### src/rtl/fetch_queue_if.sv
// Fetch-queue bus: push side from IF, pop side toward ID, pipeline control and status.
//   slave  : queue side (takes i_* signals, drives o_* signals)
//   master : environment side (drives i_* signals, observes o_* signals)
interface fetch_queue_if #(
  parameter int unsigned ADDR_W = 32,
  parameter int unsigned DATA_W = 32,
  parameter int unsigned DEPTH  = 4
);
  localparam int unsigned CNT_W = $clog2(DEPTH) + 1;

  logic              i_push_valid;
  logic [ADDR_W-1:0] i_push_pc;
  logic [DATA_W-1:0] i_push_inst;
  logic              o_push_ready;
  logic              o_pop_valid;
  logic [ADDR_W-1:0] o_pc_addr;
  logic [DATA_W-1:0] o_inst_data;
  logic              i_pop_ready;
  logic [1:0]        i_hold_flag;
  logic [CNT_W-1:0]  o_count;
  logic              o_drop;

  modport slave (
    input  i_push_valid, i_push_pc, i_push_inst, i_pop_ready, i_hold_flag,
    output o_push_ready, o_pop_valid, o_pc_addr, o_inst_data, o_count, o_drop
  );

  modport master (
    output i_push_valid, i_push_pc, i_push_inst, i_pop_ready, i_hold_flag,
    input  o_push_ready, o_pop_valid, o_pc_addr, o_inst_data, o_count, o_drop
  );
endinterface

### src/rtl/fetch_queue.sv
// Fetch queue between IF and ID: DEPTH-entry circular buffer of {pc, inst}
// with hold/flush pipeline control and a sticky overflow flag.
// Ports:
//   i_Clk   : clock, all state changes on the rising edge
//   i_reset : synchronous active-low reset
//   bus     : fetch_queue_if.slave (push handshake, pop handshake,
//             i_hold_flag 00 run / 01 hold / 1x flush, o_count, o_drop)
// Every output is a flop; the head entry is precomputed for the next cycle.
module fetch_queue #(
  parameter int unsigned              ADDR_W   = 32,
  parameter int unsigned              DATA_W   = 32,
  parameter int unsigned              DEPTH    = 4,
  parameter logic [DATA_W-1:0]        NOP_WORD = DATA_W'(32'h0000_0013)
) (
  input  logic          i_Clk,
  input  logic          i_reset,
  fetch_queue_if.slave  bus
);
  localparam int unsigned PTR_W = $clog2(DEPTH);
  localparam int unsigned CNT_W = $clog2(DEPTH) + 1;

  // Storage (not reset; stale contents are never exposed)
  logic [ADDR_W-1:0] r_mem_pc   [DEPTH];
  logic [DATA_W-1:0] r_mem_inst [DEPTH];

  logic [PTR_W-1:0]  r_wr_ptr;
  logic [PTR_W-1:0]  r_rd_ptr;
  logic [CNT_W-1:0]  r_count;
  logic              r_push_ready;
  logic              r_pop_valid;
  logic [ADDR_W-1:0] r_pc_addr;
  logic [DATA_W-1:0] r_inst_data;
  logic              r_drop;

  logic              w_flush;
  logic              w_run;
  logic              w_push;
  logic              w_pop;
  logic [PTR_W-1:0]  w_wr_next;
  logic [PTR_W-1:0]  w_rd_next;
  logic [CNT_W-1:0]  w_count_next;
  logic              w_drop_next;
  logic [ADDR_W-1:0] w_pc_next;
  logic [DATA_W-1:0] w_inst_next;

  // Next-state computation for pointers, count, flags and head outputs
  always_comb begin
    w_flush      = bus.i_hold_flag[1];
    w_run        = (bus.i_hold_flag == 2'b00);
    w_push       = bus.i_push_valid & r_push_ready & ~w_flush;
    w_pop        = r_pop_valid & bus.i_pop_ready & w_run;
    w_wr_next    = w_push ? r_wr_ptr + PTR_W'(1) : r_wr_ptr;
    w_rd_next    = w_pop  ? r_rd_ptr + PTR_W'(1) : r_rd_ptr;
    w_count_next = r_count + CNT_W'(w_push) - CNT_W'(w_pop);
    w_drop_next  = r_drop | (bus.i_push_valid & ~r_push_ready & ~w_flush);
    if (w_flush) begin
      w_wr_next    = '0;
      w_rd_next    = '0;
      w_count_next = '0;
    end

    w_pc_next   = '0;
    w_inst_next = NOP_WORD;
    if (w_count_next != '0) begin
      // The new head is the entry being written this cycle only when the
      // queue would otherwise be empty; a push never targets a full queue.
      if (w_push && (r_wr_ptr == w_rd_next)) begin
        w_pc_next   = bus.i_push_pc;
        w_inst_next = bus.i_push_inst;
      end else begin
        w_pc_next   = r_mem_pc[w_rd_next];
        w_inst_next = r_mem_inst[w_rd_next];
      end
    end
  end

  // Control and output registers
  always_ff @(posedge i_Clk) begin
    if (!i_reset) begin
      r_wr_ptr     <= '0;
      r_rd_ptr     <= '0;
      r_count      <= '0;
      r_push_ready <= 1'b1;
      r_pop_valid  <= 1'b0;
      r_pc_addr    <= '0;
      r_inst_data  <= NOP_WORD;
      r_drop       <= 1'b0;
    end else begin
      r_wr_ptr     <= w_wr_next;
      r_rd_ptr     <= w_rd_next;
      r_count      <= w_count_next;
      r_push_ready <= (w_count_next < CNT_W'(DEPTH));
      r_pop_valid  <= (w_count_next != '0);
      r_pc_addr    <= w_pc_next;
      r_inst_data  <= w_inst_next;
      r_drop       <= w_drop_next;
    end
  end

  // Entry write; gated by reset so a push in a reset cycle has no effect
  always_ff @(posedge i_Clk) begin
    if (i_reset && w_push) begin
      r_mem_pc[r_wr_ptr]   <= bus.i_push_pc;
      r_mem_inst[r_wr_ptr] <= bus.i_push_inst;
    end
  end

  assign bus.o_push_ready = r_push_ready;
  assign bus.o_pop_valid  = r_pop_valid;
  assign bus.o_pc_addr    = r_pc_addr;
  assign bus.o_inst_data  = r_inst_data;
  assign bus.o_count      = r_count;
  assign bus.o_drop       = r_drop;
endmodule
### src/flat_wrapper.sv
// flat-port wrapper written by rule: the top's interface ports become plain ports
module fetch_queue_flat 
#(
  parameter int unsigned              ADDR_W   = 32,
  parameter int unsigned              DATA_W   = 32,
  parameter int unsigned              DEPTH    = 4,
  parameter logic [DATA_W-1:0]        NOP_WORD = DATA_W'(32'h0000_0013)
)
  (i_Clk, i_reset, bus_i_push_valid, bus_i_push_pc, bus_i_push_inst, bus_i_pop_ready, bus_i_hold_flag, bus_o_push_ready, bus_o_pop_valid, bus_o_pc_addr, bus_o_inst_data, bus_o_count, bus_o_drop);
  fetch_queue_if #(.ADDR_W(ADDR_W), .DATA_W(DATA_W), .DEPTH(DEPTH)) bus_i ();
  input  logic i_Clk;
  input  logic i_reset;
  input wire logic [$bits(bus_i.i_push_valid)-1:0] bus_i_push_valid;
  input wire logic [$bits(bus_i.i_push_pc)-1:0] bus_i_push_pc;
  input wire logic [$bits(bus_i.i_push_inst)-1:0] bus_i_push_inst;
  input wire logic [$bits(bus_i.i_pop_ready)-1:0] bus_i_pop_ready;
  input wire logic [$bits(bus_i.i_hold_flag)-1:0] bus_i_hold_flag;
  output wire logic [$bits(bus_i.o_push_ready)-1:0] bus_o_push_ready;
  output wire logic [$bits(bus_i.o_pop_valid)-1:0] bus_o_pop_valid;
  output wire logic [$bits(bus_i.o_pc_addr)-1:0] bus_o_pc_addr;
  output wire logic [$bits(bus_i.o_inst_data)-1:0] bus_o_inst_data;
  output wire logic [$bits(bus_i.o_count)-1:0] bus_o_count;
  output wire logic [$bits(bus_i.o_drop)-1:0] bus_o_drop;
  assign bus_i.i_push_valid = bus_i_push_valid;
  assign bus_i.i_push_pc = bus_i_push_pc;
  assign bus_i.i_push_inst = bus_i_push_inst;
  assign bus_i.i_pop_ready = bus_i_pop_ready;
  assign bus_i.i_hold_flag = bus_i_hold_flag;
  assign bus_o_push_ready = bus_i.o_push_ready;
  assign bus_o_pop_valid = bus_i.o_pop_valid;
  assign bus_o_pc_addr = bus_i.o_pc_addr;
  assign bus_o_inst_data = bus_i.o_inst_data;
  assign bus_o_count = bus_i.o_count;
  assign bus_o_drop = bus_i.o_drop;
  fetch_queue #(.ADDR_W(ADDR_W), .DATA_W(DATA_W), .DEPTH(DEPTH), .NOP_WORD(NOP_WORD)) u_core (.i_Clk(i_Clk), .i_reset(i_reset), .bus(bus_i));
endmodule
### config.mk
export PLATFORM = sky130hd
export DESIGN_NAME = fetch_queue_flat
export DESIGN_NICKNAME = d
export VERILOG_FILES = /design/src/rtl/fetch_queue_if.sv /design/src/rtl/fetch_queue.sv /design/src/flat_wrapper.sv
export SDC_FILE = /design/constraint.sdc
export NUM_CORES = 1
export LEC_CHECK = 0
export ABC_CLOCK_PERIOD_IN_PS = 3900
export CAP_MARGIN = 20
export CORE_ASPECT_RATIO = 1.4
export CORE_UTILIZATION = 30
export DETAILED_ROUTE_END_ITERATION = 8
export HOLD_SLACK_MARGIN = 0.1
export PLACE_DENSITY = 0.56
export RECOVER_POWER = 50
export SLEW_MARGIN = 10
export SYNTH_ARGS = -nofsm -noshare
export SYNTH_HDL_FRONTEND = slang
export SYNTH_SLANG_ARGS = --single-unit
### constraint.sdc
create_clock -name i_Clk -period 3.9 [get_ports i_Clk]
set_clock_uncertainty 0.1 [all_clocks]
set_input_delay 0.585 -clock i_Clk [delete_from_list [all_inputs] [get_ports i_Clk]]
set_output_delay 0.585 -clock i_Clk [all_outputs]
set_load 0.02 [all_outputs]
Word-level counts from Yosys, hierarchy flattened
Memories as Yosys holds them, arrays and structs flattened. A register that Yosys moved wholly into a read port is not among the register bits.
Cells that the tools add are included.

cells by class
  add/subtract/negate cells = 4
  $lt $le $gt $ge = 1
  multiplexer cells = 5
  bitwise operators = 10
  reductions and logical operators = 7

operator list
  kind                   count
  $and A1 B1 Y1          6
  $add A2 B1 Y2 const B  2
  $mux W2                2
  $add A3 B1 Y3          1
  $lt A3 B3 Y1 const B   1
  $mux W3                1
  $not A1 Y1             3
  $reduce_bool A3 Y1     1
  $sub A3 B1 Y3          1
  $logic_not A1 Y1       2
  $logic_not A2 Y1       1
  $mux W1                2
  $reduce_and A2 Y1      1
  $reduce_or A2 Y1       1
  $logic_and A1 B1 Y1    1
  $or A1 B1 Y1           1

word-level totals
  bits in registers = 10
  RAM bits = 256
  input port bits = 70
  output and inout port bits = 70
  word-level logic and storage cells = 35
  memories kept = 2

memory list
  memory             words  bits a word  rd ports  clocked after memory_dff  wr ports  RTL line           RTL
  u_core.r_mem_inst  4      32           1         1                         1         fetch_queue.sv:24  logic [DATA_W-1:0] r_mem_inst [DEPTH];
  u_core.r_mem_pc    4      32           1         1                         1         fetch_queue.sv:23  logic [ADDR_W-1:0] r_mem_pc [DEPTH];

Longest topological paths before layout
  depth in word-level cells = 8
  gate-level depth with buffers = 14
  mapped depth without buffers = 12

Least setup slack after synthesis
No wires, ideal clock.

  kind = input to register
  start = input port bus_i_hold_flag[0]
  end = register u_core.r_inst_data[12], in the netlist u_core.bus.o_inst_data[12] (read register of u_core.r_mem_inst)
  library setup time = 0.087 ns
  arrival = 3.031 ns
  required time = 3.713 ns
  slack = 0.682 ns
  stages on the path = 14
  buffers on the path = 2
  path through = and3b_2 -> nor2b_1 -> ha_1 -> inv_1 -> ha_1 -> inv_1 -> fa_1 -> xor2_1 -> xnor2_1 -> a31oi_4 -> clkbuf_1 -> buf_2 -> nand4_1 -> o31ai_1

between the ends
  cells in the longest elaborated chain, start to end = 7
  elaborated cells on any way between the ends = 9
  classes of those cells = add/sub (1); mux (3); bitwise (1); reduce/logical (4)

RTL lines
  element                             RTL line            RTL
  from (decl)                         flat_wrapper.sv:17  input wire logic [$bits(bus_i.i_hold_flag)-1:0] bus_i_hold_flag;
  $logic_not A2 Y1 *                  fetch_queue.sv:49   w_run = (bus.i_hold_flag == 2'b00);
  $and A1 B1 Y1 *                     fetch_queue.sv:51   w_pop = r_pop_valid & bus.i_pop_ready & w_run;
  $sub A3 B1 Y3                       fetch_queue.sv:54   w_count_next = r_count + CNT_W'(w_push) - CNT_W'(w_pop);
  $mux W3                             fetch_queue.sv:56   if (w_flush) begin
  $reduce_bool A3 Y1                  fetch_queue.sv:64   if (w_count_next != '0) begin
  $reduce_and A2 Y1 (no source line)  -
  $logic_not A1 Y1 (no source line)   -
  to (decl)                           fetch_queue.sv:32   logic [DATA_W-1:0] r_inst_data;

Every way passes the cells marked *; elsewhere a longest branch is shown, timed or not.
A chain may end at the register's enable or synchronous reset.

Final worst setup path
  start = input port bus_i_hold_flag[1]
  end = memory u_core.r_mem_pc[3][2], enable pin

between the ends
  cells in the longest elaborated chain, start to end = 5

RTL lines
  element                        RTL line            RTL
  $not A1 Y1                     fetch_queue.sv:50   w_push = bus.i_push_valid & r_push_ready & ~w_flush;
  $and A1 B1 Y1                  fetch_queue.sv:50
  $logic_and A1 B1 Y1            fetch_queue.sv:102  if (i_reset && w_push) begin
  $mux W1                        fetch_queue.sv:102
  $mux W1 (not written as such)  fetch_queue.sv:103  r_mem_pc[r_wr_ptr] <= bus.i_push_pc;
  to (decl)                      fetch_queue.sv:23

No other way between the ends.

==> qor.csv <==
stage;metric;value;unit
finish;area delta synth->final;25.8;%
synth;EDFF count, synth;256;
floorplanning;core area;42000;µm²
finish;layout cells sized above 1;0.151;
sta;Slew headroom;0.0618;
synth;Seq/Total Area, Yosys;0.719;
synth;Primary FF master, synth;edfxtp_1;
floorplanning;Initial Util;0.304;
global_route;initial antenna violation count;2;
clock_tree;number of clock sinks;330;
clock_tree;post-CTS setup buffers;0;
synth;synth warn;0;
global_route;remaining global-route overflow;0;
synth;cell count after synthesis;838;
global_route;first-pass GRT wire length;47100;µm
hold_path;hold path depth;2;
hold_path;worst hold path class;reg2reg;
clock_tree;H-tree levels;2;
sta;final hold vios;0;
power;Power Dens Cells;474;nW/µm²
clock_tree;CTS Buf Count;35;
placement;# port buffers;139;
synth;register bit total from synthesis;330;
critical_path;startpoint types;primary input;
clock_tree;clock buffer depth;3;
detailed_routing;antenna viol nets, final;0;
detailed_routing;routed len/inst;20.1;µm
clock_tree;CTS root buffer;clkbuf_16;
synth;Synth Net Count;915;
floorplanning;die area;43300;µm²
critical_path;WP data required;4.01;ns
critical_path;crit-path max FO;22;
synth;ys async rst share;0;
placement;HPWL Detailed;17400;µm
power;Lkg Pwr;5.12;nW
global_route;GRT Util Overall;0.144;
floorplanning;die height;246;µm
power;total power;7.61;mW
clock_tree;CTS tree;built;
detailed_routing;via count;7734;
critical_path;crit path kind;in2reg;
floorplanning;# rows;89;
detailed_routing;DRC viols;0;
power;VDD IR-drop max;319;µV
sta;Fmax achieved;0.290;GHz
finish;nets;1058;
job;Max-cap violations;0;
global_route;largest net degree at the start of global routing;73;
floorplanning;die width;176;µm
placement;RePlAce Congestion;0.691;
clock_tree;clk_lat worst skew;0.52;ns
clock_tree;CTS clk-pin slew, worst paths;0.06;ns
finish;fin util;0.382;
placement;placed cell area;14900;µm²
critical_path;capturing element type of the critical path;flip-flop;
run_status;outcome;completed;
finish;ANT cells;0;
critical_path;Crit path arrival time;3.55;ns
sta;Final TNS setup;0;ns
synth;mapped cell area;12800;µm²
clock_tree;cts hold-fix bufs;0;
finish;cell area after layout;16000;µm²
sta;max-slew violation count;0;
detailed_routing;Iter 0 DRT Violations;372;
floorplanning;I/O pins;140;
detailed_routing;DR pass1 iterations;5;
global_route;vias in the first global route;7916;
sta;Slew @ Worst Pin;1.41;ns
detailed_routing;WL final;31200;µm
synth;Syn Area/Cell;15.2;µm²
sta;final worst-path cycle share;0.883;
critical_path;reg2reg path depth;14;
clock_tree;CTS resizes;0;
synth;distinct cell type count after synthesis;35;
detailed_routing;vias per cell;4.98;
sta;final setup vio count;0;
sta;Final Critical Period;3.44;ns
sta;RSZ-0062 raised after global routing;no;
sta;Fin Hold WS;0.382;ns
[per-layer routing]
| metal | up-vias | part of all wire | GRT usage |
|---|---|---|---|
| met5 | - | 0.00026 | 0 |
| met4 | 2 | 0.026 | 0.0537 |
| met3 | 60 | 0.041 | 0.0244 |
| met2 | 189 | 0.53 | 0.264 |
| met1 | 3931 | 0.40 | 0.165 |
| li1 | 3552 | - | - |
[cells by family after synthesis]
family | after synthesis | synth area share
AND/OR/NAND/NOR | 156 | 0.0745
AO/OA/AOI/OAI | 195 | 0.104
XOR/XNOR | 5 | 0.00343
multiplexers | 66 | 0.0592
adder cells (fa/ha/maj) | 7 | 0.00746
buffers and inverters | 79 | 0.0325
flip-flops | 330 | 0.719
[stage by stage]
step,instances,setup WS [ns]
after floorplan,838,0.682
after global placement,1490,0.0343
after detailed placement,1490,0.0576
after CTS,1553,0.576
after global routing,1553,0.210
final,1553,0.455
[flip-flops by register name, summed over array words and instances, names as in the netlist, 2 cells and up]
register	count
u_core.r_mem_inst	128
u_core.r_mem_pc	128
u_core.bus.o_inst_data	32
u_core.bus.o_pc_addr	32
u_core.bus.o_count	3
u_core.r_rd_ptr	2
u_core.r_wr_ptr	2
[worst paths after layout]
path / startpoint / endpoint / slack [ns]
setup / recovery: bus_i_hold_flag[1] / u_core.r_mem_pc[3][2] / 0.46
hold / removal: u_core.bus.o_drop / u_core.bus.o_drop / 0.38
setup reg to reg: u_core.bus.o_pop_valid / u_core.bus.o_pc_addr[27] / 0.77
hold reg to reg: u_core.bus.o_drop / u_core.bus.o_drop / 0.38
[critical path: stages]
cell	delay, ns
dlygate4sd3_1	0.56
clkbuf_1	0.23
and3b_1	0.32
clkbuf_1	0.28
and3_1	1.15
buf_4	0.41
[report_power, final]
part | leakage (nW) | total, mW | internal (mW) | switching [mW]
Combinational | 1.64 | 0.368 | 0.156 | 0.212
Clock | 0.563 | 3.39 | 2.06 | 1.33
Sequential | 2.91 | 3.85 | 3.84 | 0.0168
Total | 5.12 | 7.61 | 6.05 | 1.56
[Yosys cell counts (all sizes together) (4+ instances only)]
cell type / number / share of area
edfxtp: 256 / 0.60
dfxtp: 74 / 0.12
inv: 8 / 0.0024
ha: 6 / 0.0059
mux2: 62 / 0.055
nor2b: 65 / 0.032
o31ai: 61 / 0.036
mux2i: 4 / 0.0041
nor2: 12 / 0.0035
nand4: 61 / 0.030
a211oi: 61 / 0.036
o21ai: 61 / 0.024
a21oi: 4 / 0.0016
and3: 4 / 0.0020
clkbuf: 26 / 0.0077
buf: 45 / 0.022
nand2b: 4 / 0.0020
[area by class of cell]
cell class | count | area (µm²)
fillers | 3907 | 25900
flip-flops and latches | 330 | 9170
multi-input cells | 429 | 3190
repair buffers | 177 | 1810
clock buffers | 51 | 1010
well taps | 546 | 683
clock inverters | 12 | 156
inverters | 8 | 30.0
[placed cells by master (no fill, tap or decap), types with 2 or more instances in the layout]
cell type and n:
clkinv_1 5, clkbuf_8 3, ha_1 6, a22o_1 3, clkbuf_16 37, clkdlybuf4s50_1 61
o211ai_1 3, nor2b_1 64, inv_1 8, xnor2_1 2, clkbuf_1 13, nand2b_1 4
a21oi_1 4, mux2_2 61, nand3_1 3, nand4_1 61, bufinv_16 4, edfxtp_1 256
buf_12 11, dfxtp_1 73, a211oi_1 61, mux2i_1 4, o21ai_0 61, and3_1 3
dlygate4sd3_1 78, xor2_1 2, nor2_1 12, buf_4 25, clkinv_2 2, o31ai_1 61
(Power assumes the default switching activity.)
